[src/rtl/alu_seq_pkg.sv]
// Shared types and constants for the nibble-serial ALU sequencer and its decode/bench users.
package alu_seq_pkg;

    typedef enum logic [1:0] {
        IDLE = 2'd0,
        RUN  = 2'd1,
        DONE = 2'd2
    } seq_state_t;

    // Slice select codes for the two arithmetic operations the sequencer is normally driven with.
    localparam logic [3:0] S_ADD = 4'b1001;
    localparam logic [3:0] S_SUB = 4'b0110;

    localparam logic [3:0] DEC_LIMIT = 4'd9;
    localparam logic [3:0] DEC_ADJ   = 4'd6;

endpackage

[src/rtl/alu4.sv]
// 4-bit ALU slice: M=1 selects arithmetic with carry, M=0 selects one of sixteen bitwise functions.
module alu4 (
    input  logic [3:0] a_i,
    input  logic [3:0] b_i,
    input  logic       ci_i,
    input  logic       m_i,
    input  logic [3:0] s_i,
    output logic [3:0] f_o,
    output logic       co_o,
    output logic       g_o,
    output logic       p_o
);

    logic [3:0] y;
    logic [4:0] sum;
    logic [3:0] lf;
    logic [3:0] gen;
    logic [3:0] prop;

    // Second adder operand; subtract is A + ~B + CI so CI=1 means no borrow.
    always_comb begin
        case (s_i)
            4'b0000: y = 4'h0;
            4'b0110: y = ~b_i;
            4'b1001: y = b_i;
            4'b1100: y = a_i;
            4'b1111: y = 4'hF;
            default: y = b_i;
        endcase
    end

    always_comb begin
        case (s_i)
            4'h0:    lf = ~a_i;
            4'h1:    lf = ~(a_i | b_i);
            4'h2:    lf = ~a_i & b_i;
            4'h3:    lf = 4'h0;
            4'h4:    lf = ~(a_i & b_i);
            4'h5:    lf = ~b_i;
            4'h6:    lf = a_i ^ b_i;
            4'h7:    lf = a_i & ~b_i;
            4'h8:    lf = ~a_i | b_i;
            4'h9:    lf = ~(a_i ^ b_i);
            4'hA:    lf = b_i;
            4'hB:    lf = a_i & b_i;
            4'hC:    lf = 4'hF;
            4'hD:    lf = a_i | ~b_i;
            4'hE:    lf = a_i | b_i;
            default: lf = a_i;
        endcase
    end

    assign sum  = {1'b0, a_i} + {1'b0, y} + {4'b0000, ci_i};
    assign gen  = a_i & y;
    assign prop = a_i | y;

    assign f_o  = m_i ? sum[3:0] : lf;
    assign co_o = m_i & sum[4];
    assign g_o  = gen[3] | (prop[3] & gen[2]) | (prop[3] & prop[2] & gen[1])
                | (prop[3] & prop[2] & prop[1] & gen[0]);
    assign p_o  = &prop;

endmodule

[src/rtl/alu_nibble_seq.sv]
// Runs a W-bit ALU operation through one alu4 slice, low nibble first, with per-nibble BCD adjust
// and 6502-style N/Z/C/V flags registered on the final pass.
module alu_nibble_seq
    import alu_seq_pkg::*;
#(
    parameter int NIBBLES = 2
) (
    input  logic                   clk,
    input  logic                   rst,
    input  logic                   start,
    input  logic [4*NIBBLES-1:0]   a,
    input  logic [4*NIBBLES-1:0]   b,
    input  logic                   ci,
    input  logic                   m,
    input  logic [3:0]             s,
    input  logic                   sub,
    input  logic                   dec,
    output logic                   busy,
    output logic                   done,
    output logic [4*NIBBLES-1:0]   result,
    output logic                   flag_c,
    output logic                   flag_v,
    output logic                   flag_n,
    output logic                   flag_z
);

    localparam int W  = 4 * NIBBLES;
    localparam int CW = (NIBBLES > 1) ? $clog2(NIBBLES) : 1;
    localparam logic [CW-1:0] LAST_NIB = CW'(NIBBLES - 1);

    seq_state_t    state_q, state_d;
    logic [CW-1:0] cnt_q, cnt_d;
    logic          carry_q, carry_d;
    logic [W-1:0]  a_q, a_d;
    logic [W-1:0]  b_q, b_d;
    logic          ci_q, ci_d;
    logic          m_q, m_d;
    logic [3:0]    s_q, s_d;
    logic          sub_q, sub_d;
    logic          dec_q, dec_d;
    logic [W-1:0]  asm_q, asm_d;
    logic [W-1:0]  result_q, result_d;
    logic          flag_c_q, flag_c_d;
    logic          flag_v_q, flag_v_d;
    logic          flag_n_q, flag_n_d;
    logic          flag_z_q, flag_z_d;
    logic          busy_q, busy_d;
    logic          done_q, done_d;

    logic [3:0]    nib_a;
    logic [3:0]    nib_b;
    logic [3:0]    slice_f;
    logic          slice_co;
    logic          slice_g_unused;
    logic          slice_p_unused;
    logic [3:0]    f_adj;
    logic          carry_adj;
    logic [W-1:0]  asm_wr;

    assign nib_a = a_q[{cnt_q, 2'b00} +: 4];
    assign nib_b = b_q[{cnt_q, 2'b00} +: 4];

    alu4 u_slice (
        .a_i  (nib_a),
        .b_i  (nib_b),
        .ci_i (carry_q),
        .m_i  (m_q),
        .s_i  (s_q),
        .f_o  (slice_f),
        .co_o (slice_co),
        .g_o  (slice_g_unused),
        .p_o  (slice_p_unused)
    );

    // Subtract never forces a carry: the slice carry already means "no borrow" for the next digit.
    always_comb begin
        f_adj     = slice_f;
        carry_adj = slice_co;
        if (m_q && dec_q) begin
            if (!sub_q) begin
                if (slice_co || (slice_f > DEC_LIMIT)) begin
                    f_adj     = slice_f + DEC_ADJ;
                    carry_adj = 1'b1;
                end
            end else if (!slice_co) begin
                f_adj = slice_f - DEC_ADJ;
            end
        end
    end

    always_comb begin
        asm_wr = asm_q;
        asm_wr[{cnt_q, 2'b00} +: 4] = f_adj;
    end

    always_comb begin
        state_d  = state_q;
        cnt_d    = cnt_q;
        carry_d  = carry_q;
        a_d      = a_q;
        b_d      = b_q;
        ci_d     = ci_q;
        m_d      = m_q;
        s_d      = s_q;
        sub_d    = sub_q;
        dec_d    = dec_q;
        asm_d    = asm_q;
        result_d = result_q;
        flag_c_d = flag_c_q;
        flag_v_d = flag_v_q;
        flag_n_d = flag_n_q;
        flag_z_d = flag_z_q;

        case (state_q)
            IDLE: begin
                if (start) begin
                    a_d     = a;
                    b_d     = b;
                    ci_d    = ci;
                    m_d     = m;
                    s_d     = s;
                    sub_d   = sub;
                    dec_d   = dec;
                    cnt_d   = '0;
                    carry_d = ci;
                    asm_d   = '0;
                    state_d = RUN;
                end
            end
            RUN: begin
                asm_d   = asm_wr;
                carry_d = carry_adj;
                cnt_d   = cnt_q + CW'(1);
                if (cnt_q == LAST_NIB) begin
                    result_d = asm_wr;
                    flag_n_d = asm_wr[W-1];
                    flag_z_d = (asm_wr == '0);
                    flag_c_d = m_q ? carry_adj : ci_q;
                    // Overflow looks at the binary top-nibble sum, before any decimal adjust.
                    flag_v_d = m_q & (a_q[W-1] == (b_q[W-1] ^ sub_q))
                                   & (slice_f[3] != a_q[W-1]);
                    state_d  = DONE;
                end
            end
            DONE: begin
                state_d = IDLE;
            end
            default: begin
                state_d = IDLE;
            end
        endcase

        busy_d = (state_d == RUN);
        done_d = (state_d == DONE);
    end

    always_ff @(posedge clk or posedge rst) begin
        if (rst) begin
            state_q  <= IDLE;
            cnt_q    <= '0;
            carry_q  <= 1'b0;
            a_q      <= '0;
            b_q      <= '0;
            ci_q     <= 1'b0;
            m_q      <= 1'b0;
            s_q      <= 4'h0;
            sub_q    <= 1'b0;
            dec_q    <= 1'b0;
            asm_q    <= '0;
            result_q <= '0;
            flag_c_q <= 1'b0;
            flag_v_q <= 1'b0;
            flag_n_q <= 1'b0;
            flag_z_q <= 1'b0;
            busy_q   <= 1'b0;
            done_q   <= 1'b0;
        end else begin
            state_q  <= state_d;
            cnt_q    <= cnt_d;
            carry_q  <= carry_d;
            a_q      <= a_d;
            b_q      <= b_d;
            ci_q     <= ci_d;
            m_q      <= m_d;
            s_q      <= s_d;
            sub_q    <= sub_d;
            dec_q    <= dec_d;
            asm_q    <= asm_d;
            result_q <= result_d;
            flag_c_q <= flag_c_d;
            flag_v_q <= flag_v_d;
            flag_n_q <= flag_n_d;
            flag_z_q <= flag_z_d;
            busy_q   <= busy_d;
            done_q   <= done_d;
        end
    end

    assign busy   = busy_q;
    assign done   = done_q;
    assign result = result_q;
    assign flag_c = flag_c_q;
    assign flag_v = flag_v_q;
    assign flag_n = flag_n_q;
    assign flag_z = flag_z_q;

endmodule

[config.mk]
export PLATFORM = sky130hd
export DESIGN_NAME = alu_nibble_seq
export DESIGN_NICKNAME = d
export VERILOG_FILES = /design/src/rtl/alu_seq_pkg.sv /design/src/rtl/alu4.sv /design/src/rtl/alu_nibble_seq.sv
export SDC_FILE = /design/constraint.sdc
export NUM_CORES = 1
export LEC_CHECK = 0
export ABC_AREA = 1
export BUFFER_PORTS_ARGS = -buffer_cell sky130_fd_sc_hd__buf_2
export CORE_AREA = 2 2 86 88
export CTS_CLUSTER_DIAMETER = 80
export DETAILED_ROUTE_END_ITERATION = 7
export DIE_AREA = 0 0 88 90
export GPL_TIMING_DRIVEN = 0
export PLACE_DENSITY = 0.69
export SETUP_SLACK_MARGIN = 0.02
export SLEW_MARGIN = 10
export SYNTH_ARGS = -nofsm -noshare
export SYNTH_HDL_FRONTEND = slang
export SYNTH_SLANG_ARGS = --single-unit
[constraint.sdc]
create_clock -name clk -period 7.3 [get_ports clk]
set_input_delay 0.73 -clock clk [delete_from_list [all_inputs] [get_ports clk]]
set_output_delay 0.73 -clock clk [all_outputs]
set_load 0.1 [all_outputs]
Word level (Yosys, flattened, before mapping) --
Cells that the tools add are included. Widths: inputs -> output; s select.
Storage, ports and cells: bits in registers 50, input bits 27, logic and storage cells 96
Operators by class: add/subtract/negate cells 6, magnitude comparators 1, equality and inequality tests 21, shift operators 4, muxes and demuxes 21, bitwise gates (word level) 16, reductions and logical operators 9
Operators by type and width (number):
- $pmux 4 s15 | 1
- $eq 4x4->1 const B | 8
- $mux 4 | 5
- $not 4->4 | 5
- $eq 4x3->1 const B | 4
- $pmux 4 s4 | 1
- $pmux 8 s2 | 1
- $shiftx 8x4->4 | 2
- $and 4x4->4 | 3
- $or 4x4->4 | 3
- $bwmux 8 | 1
- $eq 4x2->1 const B | 2
- $logic_not 8->1 | 1
- $mux 8 | 1
- $shift 4x5->8 const A | 1
- $shiftx 4x5->8 | 1
- $mux 1 | 6
- $reduce_and 2->1 | 3
- $add 4x4->5 | 1
- $add 5x1->5 | 1
- $neg 3->5 | 1
- $add 4x3->4 const B | 1
- $eq 2x1->1 const B | 2
- $eq 4x1->1 const B | 1
- 18 further kinds | 22

Longest topological paths before layout --
depth in word-level cells 14, gate-level depth with buffers 25, depth with buffers taken out 25

Cells and area by module --
A second synthesis with hierarchy kept.
Unflattened totals: cell total of the unflattened synthesis 525, area, all modules 3601.0 um2
By module, submodules not included:
- alu_nibble_seq | times used 1, cells each 279, area an instance 2277.2 um2, sequential area each 1226.2 um2
- alu4 | times used 1, cells each 246, area an instance 1323.8 um2, sequential area each 0.0 um2

Least setup slack after synthesis --
No wires, ideal clock.
kind register to register, start register cnt_q, end register result_q[7], in the netlist result[7], setup time 0.129 ns, arrival time 3.295 ns, required time 7.171 ns, setup slack 3.876 ns, cell stages (with the launch flop) 19, buffers on the path 1, clock period less this slack 3.424 ns, path through dfrtp_1 > buf_4 > o21ai_0 > inv_1 > nand2_1 > o2111ai_1 > fa_1 > fa_1 > o21ai_0 > a21oi_1 > nor2_4 > inv_1 > ha_1 > nand2_1 > nand2_1 > a21oi_1 > nand3_1 > a31oi_1 > o21ai_0
On the way: word-level cells in the longest chain between the ends 13
RTL lines:
- start, declared | line alu_nibble_seq.sv:32 | logic [CW-1:0] cnt_q, cnt_d;
- start signal, assigned | line alu_nibble_seq.sv:179 | cnt_q <= cnt_d;
- $shiftx 8x4->4 | line alu_nibble_seq.sv:61 | assign nib_b = b_q[{cnt_q, 2'b00} +: 4];
- $not 4->4
- $pmux 4 s4 | line alu4.sv:22 | case (s_i)
- $add 4x4->5 | line alu4.sv:53 | assign sum = {1'b0, a_i} + {1'b0, y} + {4'b0000, ci_i};
- $add 5x1->5 | line alu4.sv:53
- $mux 4 | line alu4.sv:57 | assign f_o = m_i ? sum[3:0] : lf;
- $gt 4x4->1 | line alu_nibble_seq.sv:81 | if (slice_co || (slice_f > DEC_LIMIT)) begin
- $logic_or 1x1->1 | line alu_nibble_seq.sv:81
- $mux 4 | line alu_nibble_seq.sv:81
- $mux 4 | line alu_nibble_seq.sv:80 | if (!sub_q) begin
- $mux 4 | line alu_nibble_seq.sv:79 | if (m_q && dec_q) begin
- $shiftx 4x5->8 | line alu_nibble_seq.sv:93 | asm_wr[{cnt_q, 2'b00} +: 4] = f_adj;
- $bwmux 8 | line alu_nibble_seq.sv:93
- end signal, assigned | line alu_nibble_seq.sv:189 | result_q <= result_d;
- end, declared | line alu_nibble_seq.sv:42 | logic [W-1:0] result_q, result_d;
Parallel ways exist; a longest one is shown, timed or not. A chain may end at the register's enable or synchronous reset.

Worst setup path in the final report --
start register cnt_q, end register flag_z_q, in the netlist flag_z
On the way: word-level cells in the longest chain between the ends 14
RTL lines:
- $shiftx 8x4->4 | line alu_nibble_seq.sv:61
- $not 4->4
- $pmux 4 s4 | line alu4.sv:22
- $add 4x4->5 | line alu4.sv:53
- $add 5x1->5 | line alu4.sv:53
- $mux 4 | line alu4.sv:57
- $gt 4x4->1 | line alu_nibble_seq.sv:81
- $logic_or 1x1->1 | line alu_nibble_seq.sv:81
- $mux 4 | line alu_nibble_seq.sv:81
- $mux 4 | line alu_nibble_seq.sv:80
- $mux 4 | line alu_nibble_seq.sv:79
- $shiftx 4x5->8 | line alu_nibble_seq.sv:93
- $bwmux 8 | line alu_nibble_seq.sv:93
- $logic_not 8->1 | line alu_nibble_seq.sv:137 | flag_z_d = (asm_wr == '0);
- end signal, assigned | line alu_nibble_seq.sv:193 | flag_z_q <= flag_z_d;
- end, declared | line alu_nibble_seq.sv:46 | logic flag_z_q, flag_z_d;
Parallel ways exist; a longest one is shown, timed or not.

==> run metrics <==
vias per cell 5.120; synth cell count leaders nand2_1, inv_1, dfrtp_1; Mapped Nets approximately 530; share of cells above drive strength 1 between 10% and 20%; Cells after Synth approximately 480; Yosys top cell area share between 30 and 40%; Post-Syn Area per Cell between 7 and 8 µm²; dominant cell type by area after synthesis dfrtp_1; CP Class reg -> reg; clk buf depth 2; max-cap violations 0; Iteration-0 DRC Markers 185; pin count of the biggest net entering global routing 30; worst-skew pair later-pin latency ~0.30 ns; WL per Instance about 14 µm; filler instances slightly below 700; Num CTS Buffers 5; RSZ-0062 raised after global routing false; asr flop ratio synth 100.0%; Setup crit start cnt_q; root buffer cell clkbuf_8; Total Neg Setup Slack 0 ns; WL final 8629 µm; setup bufs post-CTS 0; Most Frequent Cell on Critical Path nand2_1; gpl congestion a little over 0.9; Routed Antenna Nets 0; actual slew at the worst max-slew pin 0.9186 ns; Slew Limit Fails 0; CTS tree done; CP max-delay cell fa_1; I/O pin cnt between 40 and 50; row count 31; worst-case reg-to-reg path depth 19; core area about 7000 µm²; most common cell in the netlist nand2_1; die height around 90 µm; number of synthesized flops with an enable pin 0; CTS Hold Bufs 0; crit-path cells buf_4, o21ai_0, inv_1, nand2_1, o2111ai_1, fa_1, fa_1, o21ai_0, a21oi_1, nor2_4, inv_1, ha_1, nand2_1, nand2_1, a21oi_1, nand3_1, a31oi_1, nand3_1, nand2_1; dpl ws between 3 and 4 ns; first-pass GRT wire length 15,330 µm; vias between 3,000 and 4,000; antenna violations before repair 0; Ys Warns 0; Area contributors post-synth dfrtp_1, nand2_1, ha_1; CP endpoint kind flop; achievable frequency ~0.24 GHz; worst flop-to-flop path startpoint cnt_q; Tmin final between 4 and 5 ns; critical path startpoint category flop; Worst Hold Class in -> async; final setup skew 0.004488 ns; post_cts resized 0; DRC 0; arrival time worst endpoint approximately 4.4 ns; clock-pin slew on the worst setup and hold paths approximately 0.090 ns; Die Area 7920 µm²; GRT overflow 0; Layout Nets 576; Post-Synthesis Cell Area 3421 µm²; Syn-to-layout area delta 13.31%; Yosys reg bits 49; CP peak stage delay 0.47 ns; sequential element share of the synthesized area 35.84%; n_diodes 0; clock sinks 49; distinct cell type count after synthesis 39; status completed; Req. time, crit path approximately 7.5 ns; CTS HTree Levels 2; DRT Pass-1 Iters 6; post-route setup slack between 3 and 4 ns; GRT Util Overall between 20 and 25%; final hold vios 0; Post-DP HPWL slightly below 7000 µm; Slew headroom a little under two fifths; die span in x slightly below 90 µm; Initial Util between 40% and 50%; port bufs 40; period utilisation layout 56.22%; prevailing post-synth register cell dfrtp_1; setup violators final 0; vias in the first global route 3,217; critical path fanouts, max 10
area by class of cell:
class	count	area (µm²)	share of cell area, %
buffer	11	63.81	1.646
sequential	49	1226	31.63
inverter	60	225.2	5.810
timing repair buffer	41	220.2	5.681
multi-input combinational	358	1906	49.16
tap	99	123.9	3.196
clock inverter	2	38.79	1.001
clock buffer	6	72.57	1.872
stage by stage:
step | utilization (%) | cell area (µm²) | hold slack, ns | std cells
5_1_grt | 55.21 | 3876 | 0.4652 | 626
4_1_cts | 55.21 | 3876 | 0.4343 | 626
3_5_place_dp | 53.63 | 3765 | 0.4685 | 618
2_1_floorplan | - | 3421 | 0.4436 | 478
3_3_place_gp | 53.34 | 3745 | 0.4609 | 617
6_report | 55.21 | 3876 | 0.4295 | 626
per-layer routing:
layer,vias up,track usage [%],part of all wire (%)
met2,76,37.44,45
met5,-,0,0
met1,1508,36.23,49
met3,8,2.388,4.5
li1,1613,-,-
met4,0,5.641,1.1
logic make-up after synthesis:
logic type               after synthesis  synth area share, %
buffers and inverters                 71                8.449
XOR/XNOR                               1               0.2561
AO/OA/AOI/OAI                         73                12.40
adder cells (fa/ha/maj)               23                8.851
flip-flops                            49                35.85
AND/OR/NAND/NOR                      261                34.20
final timing paths:
check	endpoint	slack, ns
hold / removal	flag_c	0.43
hold reg to reg	b_q[0]	0.49
max in group asynchronous	s_q[3]	6.36
setup / recovery	flag_z	3.20
setup reg to reg	flag_z	3.20
min in group clk	b_q[0]	0.49
state kept, by name, summed over array words and instances (netlist names):
name,cells
state_q,2
flag_v,1
result,8
m_q,1
done,1
b_q,8
a_q,8
busy,1
sub_q,1
carry_q,1
asm_q,8
flag_c,1
cnt_q,1
flag_z,1
ci_q,1
s_q,4
dec_q,1
placed cells by master, fill, tap and decap left out, types with 2 or more instances in the layout:
master | netlist | routed
nor3_1 | 4 | 4
ha_1 | 21 | 21
o21a_1 | 3 | 3
o21ai_0 | 41 | 41
o21ai_1 | 4 | 4
inv_1 | 52 | 51
inv_2 | 6 | 7
nor2_4 | 3 | 3
nor2_1 | 37 | 37
nand3_1 | 20 | 20
buf_2 | 0 | 40
nand2_1 | 163 | 163
dfrtp_1 | 49 | 49
nand2_2 | 9 | 9
nand3b_1 | 2 | 2
clkinv_1 | 2 | 2
nand3_2 | 5 | 5
clkbuf_1 | 6 | 7
nand4_1 | 2 | 2
fa_1 | 2 | 2
o22ai_1 | 4 | 4
o2111ai_1 | 4 | 4
clkbuf_8 | 0 | 5
a31oi_1 | 3 | 3
buf_4 | 4 | 4
nor2_2 | 9 | 9
a21oi_1 | 6 | 6
nand2_4 | 4 | 4
worst max-delay path, delay by kind of cell (launching register included):
kind	cells	cell delay (ns)
AND/OR/NAND/NOR	7	0.75
AO/OA/AOI/OAI	6	1.36
flip-flops	1	0.41
adder cells (fa/ha/maj)	3	1.09
buffers and inverters	3	0.44
Power is not shown: default switching activity piles up to over one toggle a cycle in this logic, so the estimate is an artifact.
